$ cat config.mk
export PLATFORM = sky130hd
export DESIGN_NAME = bram_arbiter
export DESIGN_NICKNAME = d
export VERILOG_FILES = /design/src/rtl/bram_arbiter.sv
export SDC_FILE = /design/constraint.sdc
export NUM_CORES = 1
export LEC_CHECK = 0
export BUFFER_PORTS_ARGS = -buffer_cell sky130_fd_sc_hd__buf_2
export CORE_AREA = 5 5 309 311
export CTS_BUF_LIST = sky130_fd_sc_hd__clkbuf_16
export DETAILED_ROUTE_END_ITERATION = 8
export DIE_AREA = 0 0 314 316
export MAX_ROUTING_LAYER = met4
export SYNTH_ARGS = -nofsm -noshare
export SYNTH_HDL_FRONTEND = slang
export SYNTH_SLANG_ARGS = --single-unit
$ cat constraint.sdc
create_clock -name clk -period 4.3 [get_ports clk]
set_input_delay 0.86 -clock clk [delete_from_list [all_inputs] [get_ports clk]]
set_output_delay 0.86 -clock clk [all_outputs]
set_load 0.02 [all_outputs]
$ cat src/rtl/bram_arbiter.sv
// bram_arbiter: two-requester round-robin front end for a single bram_with_ack
// 128-bit memory. Each granted access runs as IDLE -> ISSUE -> WAIT -> RESP,
// so only one memory access is ever outstanding.
// Optional WAIT timeout: define BRAM_ARBITER_TIMEOUT_EN.
module bram_arbiter #(
  parameter int ADDR_WIDTH     = 4,
  parameter int TIMEOUT_CYCLES = 16
) (
  input  logic                  clk,
  input  logic                  areset,
  // requester 0
  input  logic                  req0_cs,
  input  logic                  req0_we,
  input  logic [ADDR_WIDTH-1:0] req0_addr,
  input  logic [127:0]          req0_block_wr,
  output logic                  req0_ack,
  output logic [127:0]          req0_block_rd,
  output logic                  req0_error,
  // requester 1
  input  logic                  req1_cs,
  input  logic                  req1_we,
  input  logic [ADDR_WIDTH-1:0] req1_addr,
  input  logic [127:0]          req1_block_wr,
  output logic                  req1_ack,
  output logic [127:0]          req1_block_rd,
  output logic                  req1_error,
  // memory side, 1:1 with the BRAM ports
  output logic                  mem_cs,
  output logic                  mem_we,
  input  logic                  mem_ack,
  output logic [ADDR_WIDTH-1:0] mem_addr,
  output logic [127:0]          mem_block_wr,
  input  logic [127:0]          mem_block_rd,
  output logic                  busy
);

  typedef enum logic [1:0] {IDLE, ISSUE, WAIT, RESP} state_e;

  state_e                state_q, state_d;
  logic                  grant_q, grant_d;   // requester owning the current access
  logic                  last_q,  last_d;    // requester granted most recently
  logic                  we_q,    we_d;
  logic [ADDR_WIDTH-1:0] addr_q,  addr_d;
  logic [127:0]          wr_q,    wr_d;
  logic [127:0]          rd0_q,   rd0_d;
  logic [127:0]          rd1_q,   rd1_d;

`ifdef BRAM_ARBITER_TIMEOUT_EN
  localparam logic [7:0] TO_LAST = 8'(TIMEOUT_CYCLES - 1);
  logic [7:0] cnt_q, cnt_d;
  logic       err_q, err_d;
`else
  logic unused_timeout;
  assign unused_timeout = (TIMEOUT_CYCLES > 0);
`endif

  // State and datapath registers; reset returns everything to idle zeros.
  always_ff @(posedge clk) begin
    if (areset) begin
      state_q <= IDLE;
      grant_q <= 1'b0;
      last_q  <= 1'b1;
      we_q    <= 1'b0;
      addr_q  <= '0;
      wr_q    <= '0;
      rd0_q   <= '0;
      rd1_q   <= '0;
`ifdef BRAM_ARBITER_TIMEOUT_EN
      cnt_q   <= '0;
      err_q   <= 1'b0;
`endif
    end else begin
      state_q <= state_d;
      grant_q <= grant_d;
      last_q  <= last_d;
      we_q    <= we_d;
      addr_q  <= addr_d;
      wr_q    <= wr_d;
      rd0_q   <= rd0_d;
      rd1_q   <= rd1_d;
`ifdef BRAM_ARBITER_TIMEOUT_EN
      cnt_q   <= cnt_d;
      err_q   <= err_d;
`endif
    end
  end

  // Next state: arbitrate and latch in IDLE, one-cycle issue, wait for ack, respond.
  always_comb begin
    state_d = state_q;
    grant_d = grant_q;
    last_d  = last_q;
    we_d    = we_q;
    addr_d  = addr_q;
    wr_d    = wr_q;
    rd0_d   = rd0_q;
    rd1_d   = rd1_q;
`ifdef BRAM_ARBITER_TIMEOUT_EN
    cnt_d   = cnt_q;
    err_d   = err_q;
`endif
    case (state_q)
      IDLE: begin
        if (req0_cs || req1_cs) begin
          // lone requester wins; on contention the one not served last wins
          grant_d = (req0_cs && req1_cs) ? ~last_q : req1_cs;
          we_d    = grant_d ? req1_we       : req0_we;
          addr_d  = grant_d ? req1_addr     : req0_addr;
          wr_d    = grant_d ? req1_block_wr : req0_block_wr;
          state_d = ISSUE;
        end
      end
      ISSUE: begin
        state_d = WAIT;
`ifdef BRAM_ARBITER_TIMEOUT_EN
        cnt_d   = '0;
        err_d   = 1'b0;
`endif
      end
      WAIT: begin
        if (mem_ack) begin
          if (grant_q) rd1_d = mem_block_rd;
          else         rd0_d = mem_block_rd;
          state_d = RESP;
        end
`ifdef BRAM_ARBITER_TIMEOUT_EN
        else if (cnt_q == TO_LAST) begin
          // give up: report zero data with an error flag
          if (grant_q) rd1_d = '0;
          else         rd0_d = '0;
          err_d   = 1'b1;
          state_d = RESP;
        end else begin
          cnt_d = cnt_q + 8'd1;
        end
`endif
      end
      RESP: begin
        // the following IDLE cycle lets the requester drop or renew cs
        last_d  = grant_q;
        state_d = IDLE;
`ifdef BRAM_ARBITER_TIMEOUT_EN
        err_d   = 1'b0;
`endif
      end
      default: state_d = IDLE;
    endcase
  end

  // Outputs decode straight from registers, so they are zero out of reset.
  assign mem_cs        = (state_q == ISSUE);
  assign mem_we        = mem_cs & we_q;
  assign mem_addr      = addr_q;
  assign mem_block_wr  = wr_q;
  assign busy          = (state_q != IDLE);
  assign req0_ack      = (state_q == RESP) & ~grant_q;
  assign req1_ack      = (state_q == RESP) &  grant_q;
  assign req0_block_rd = rd0_q;
  assign req1_block_rd = rd1_q;
`ifdef BRAM_ARBITER_TIMEOUT_EN
  assign req0_error    = req0_ack & err_q;
  assign req1_error    = req1_ack & err_q;
`else
  assign req0_error    = 1'b0;
  assign req1_error    = 1'b0;
`endif

endmodule

=== Word level (Yosys, flattened, before mapping) ===
Index checks and enable logic that the tools add are counted.

* Bitwise operators: 5
* Multiplexer cells: 7
* Reduce and logical (&&, ||, !) cells: 8
* Equality and inequality tests: 5

{| class="wikitable"
|+ Operators by type and width
! operator !! number
|-
| 2-to-1 mux 128 bit || 1
|-
| case mux 2 bit (4 select lines) || 1
|-
| AND reduction 3 bit || 2
|-
| equality test 2 bit (second input constant) || 2
|-
| 2-to-1 mux 2 bit || 2
|-
| 2-to-1 mux 4 bit || 1
|-
| inequality test 2 bit (second input constant) || 2
|-
| AND reduction 2 bit || 2
|-
| bitwise AND 1 bit || 3
|-
| equality test 2 x 1 -> 1 bit (second input constant) || 1
|-
| logical NOT 2 bit || 1
|-
| 2-to-1 mux 1 bit || 2
|-
| NOT 1 bit || 2
|-
| nonzero test 2 bit || 1
|-
| logical AND 1 bit || 1
|-
| logical OR 1 bit || 1
|}

* Bits of input ports: 399
* Output and inout bits: 395
* Logic and storage cells: 33
* Register bits after elaboration: 393

=== Logic depth before layout (Yosys ltp) ===
* Depth after elaboration: 3
* Depth in mapped cells: 8
* Mapped depth without buffers: 5

=== Worst setup path before layout ===
OpenSTA, ideal clock, no wires.

* Path type: input to register
* Start: input port areset
* End: register wr_q[83], in the netlist mem_block_wr[83]
* Stages: 4
* Setup time: 146 ps
* Slack: 2425 ps
* Required time: 4154 ps
* Arrival: 1729 ps
* Path through: buf_2 clkbuf_1 clkbuf_1 a211oi_2

{| class="wikitable"
|+ RTL lines
! item !! line !! source
|-
| from (decl) || 10 || <nowiki>input logic areset,</nowiki>
|-
| to (signal assigned) || 78 || <nowiki>wr_q <= wr_d;</nowiki>
|-
| to (decl) || 44 || <nowiki>logic [127:0] wr_q, wr_d;</nowiki>
|}

No word-level cell between the ends.

=== Worst setup path after layout ===
* Start: register state_q[0]
* End: output port busy

* Cells in the longest elaborated chain, start to end: 1

{| class="wikitable"
|+ RTL lines
! item !! line !! source
|-
| from (decl) || 39 || <nowiki>state_e state_q, state_d;</nowiki>
|-
| from (signal assigned) || 73 || <nowiki>state_q <= state_d;</nowiki>
|-
| nonzero test 2 bit || 155 || <nowiki>assign busy = (state_q != IDLE);</nowiki>
|-
| to (decl) || 34 || <nowiki>output logic busy</nowiki>
|}

Every way passes these cells.

==> impl_metrics.json <==
{
  "hp-class": "reg -> reg",
  "wirelength_um": 66520,
  "finalCriticalPeriod_ns": 2.531,
  "drv_slew": 0,
  "r2r_cells": 6,
  "synth.yosys.seq_area_share_pct": 52.30,
  "num_io_pins": 794,
  "synth_edf_count": 0,
  "ys.flop_type": "dfxtp_1",
  "status": "finished, final reports clean",
  "dp_slack_ns": 1.668,
  "die_area_mm2": 0.09922,
  "tns_ns": 0,
  "dp_hpwl_um": 49630,
  "fin_util_pct": 23.51,
  "synth_top_area_share_pct": 52.30,
  "hold_viol": 0,
  "drt-vias-per-instance": 4.145,
  "start_kind": "flop",
  "synth_cell_types": 29,
  "cp.required_ns": 3.44,
  "use_met3_pct": 3.395,
  "ctsHoldBuffers": 0,
  "grt_pass1_wl_um": 95230,
  "grt_max_degree": 119,
  "max_clock_freq_mhz": 395.1,
  "cts_made_buffers": 46,
  "ff2ff_setup_slack_ns": 1.97,
  "worstReg2RegStart": "state_q[0]",
  "worst_slew_pin_slew_ns": 0.9578,
  "powerDensity_mw_per_mm2": 577.3,
  "skew_ns": 0.01677,
  "crit_fanout": 4,
  "syn_avg_cell_area_um2": 7.984,
  "nNetsFinal": 3013,
  "insertion_delay_ns": 0.60,
  "clk_path_buf_depth": 3,
  "grt-busiest-layer": "met2",
  "vias": 15950,
  "peakVddDrop_uv": 337.1,
  "clock-sinks": 393,
  "holdPathEnd": "req1_block_rd[21]",
  "htreeDepth": 2,
  "rows": 112,
  "synthCells": 1884,
  "cts_tree": "done",
  "postCtsResizedCells": 0,
  "netlist_area_mm2": 0.01504,
  "firstDrtPassIters": 7,
  "path_class": "reg -> out",
  "async_reset_ff_share_pct": 0,
  "portBuffers": 791,
  "final_cell_mix": "790 x buf_2, 645 x nand2_1, 393 x dfxtp_1, 390 x a21oi_1, 135 x nor2_1",
  "post-cts-setup-buffers": 0,
  "maxCapViolCount": 0,
  "drt_iter0_drc": 1038,
  "cts_root_buffer": "clkbuf_16",
  "arrival_ns": 1.67,
  "met2_usage_pct": 20.29,
  "antenna_found_initial": 4,
  "grt_setup_unrepaired": "no",
  "layout_commonest_cell": "buf_2",
  "setup_violations": 0,
  "power_leakage_uw": 0.009664,
  "grt_pass1_vias": 15380,
  "die_x_um": 314,
  "final.period_utilization_pct": 58.87,
  "r2r_end": "req1_block_rd[68]",
  "gr-usage-met1_pct": 15.71,
  "grt_use_total_pct": 12.70,
  "drive_above_1_share_pct": 36.70,
  "drc": 0,
  "ys_top_cells_by_area": "dfxtp_1 52%, nand2_1 16%, a21oi_1 13%",
  "clkSlewWorstSetupHoldPaths_ns": 0.06,
  "synth_largest_area_cell": "dfxtp_1",
  "end_kind": "output port",
  "overflow": 0,
  "ys_ff_latch": 393,
  "finalWorstSetupSlack_ns": 1.769,
  "hold_depth": 2,
  "die_h_um": 316,
  "synthToLayoutAreaGrowth_pct": 44.55,
  "yosysWarnings": 0,
  "coreArea_mm2": 0.09249,
  "wl_per_cell_um": 17.28,
  "slew_headroom_pct": 36.15,
  "drt.antenna.violating_nets": 0,
  "hold_path_startpoint": "req1_block_rd[21]",
  "gp_congestion": 1.013,
  "initial_core_util_pct": 16.26
}
-- metal layers --
layer | share of wire (%) | vias to the layer above
li1 | - | 7697
met1 | 42 | 7499
met2 | 47 | 639
met3 | 7.8 | 119
met4 | 2.9 | 0
met5 | 0 | -
-- worst max path at each step --
stage,from,endpoint,slack [ns]
2_1_floorplan,areset,mem_block_wr[83],2.42
3_3_place_gp,req0_cs,we_q,1.72
3_5_place_dp,req0_cs,mem_block_wr[112],1.67
4_1_cts,state_q[0],busy,1.70
5_1_grt,state_q[0],busy,1.69
6_report,state_q[0],busy,1.77
-- cells in the mapped netlist (2+ instances only) --
| library cell | n |
|---|---|
| buf_8 | 3 |
| a21oi_1 | 390 |
| buf_2 | 80 |
| inv_1 | 5 |
| ha_1 | 4 |
| a211oi_2 | 62 |
| nand2_1 | 645 |
| and2_1 | 2 |
| o21a_1 | 2 |
| nor2_1 | 135 |
| clkbuf_1 | 69 |
| buf_4 | 4 |
| buf_6 | 4 |
| dfxtp_1 | 393 |
| a211oi_1 | 71 |
| nand2b_1 | 2 |
-- through the flow --
stage	instance area (um2)	instances	power (uW)	hold slack, ns
floorplan	15050	1885	7173	0.4602
global placement	20260	3759	8737	0.4392
detailed placement	20260	3759	8785	0.4436
CTS	21730	3843	12710	0.4372
global route	21740	3848	13200	0.4562
finish	21740	3849	12550	0.4486
-- flip-flops by register name (all words and copies together) (netlist names) --
register       flops
state_q            2
last_q             1
grant_q            1
mem_block_wr     128
mem_addr           4
we_q               1
req1_block_rd    128
req0_block_rd    128
-- where the power goes --
part	switching (uW)	internal [uW]
clock	1630	2220
sequential	437	4300
combinational	2640	1310
-- cell families (layout without fill, tap and decap cells) --
logic type / Yosys count / after routing / share of synthesized area (%)
mux: 1 / 1 / 0.06655
fa+ha+maj: 4 / 4 / 0.3327
simple gates: 788 / 788 / 19.81
other cells: 1 / 8 / 0.02493
compound gates: 531 / 531 / 22.13
flops: 393 / 393 / 52.30
buf+inv: 166 / 927 / 5.332
-- worst max-delay path: stages (launching register included) --
cell and delay [ns]:
dfxtp_1 0.39, inv_1 0.08, ha_1 0.29, inv_1 0.12
buf_2 0.19
-- area by class of cell --
cell class,count,area [um2]
clock inverters,37,291.5
flip-flops and latches,393,7868
fillers,10290,70750
clock buffers,47,1176
repair buffers,838,4447
inverters,5,18.77
multi-input cells,1326,6430
well taps,1197,1498
diodes,6,15.01
No activity file was read; power rests on OpenSTA's default activity.
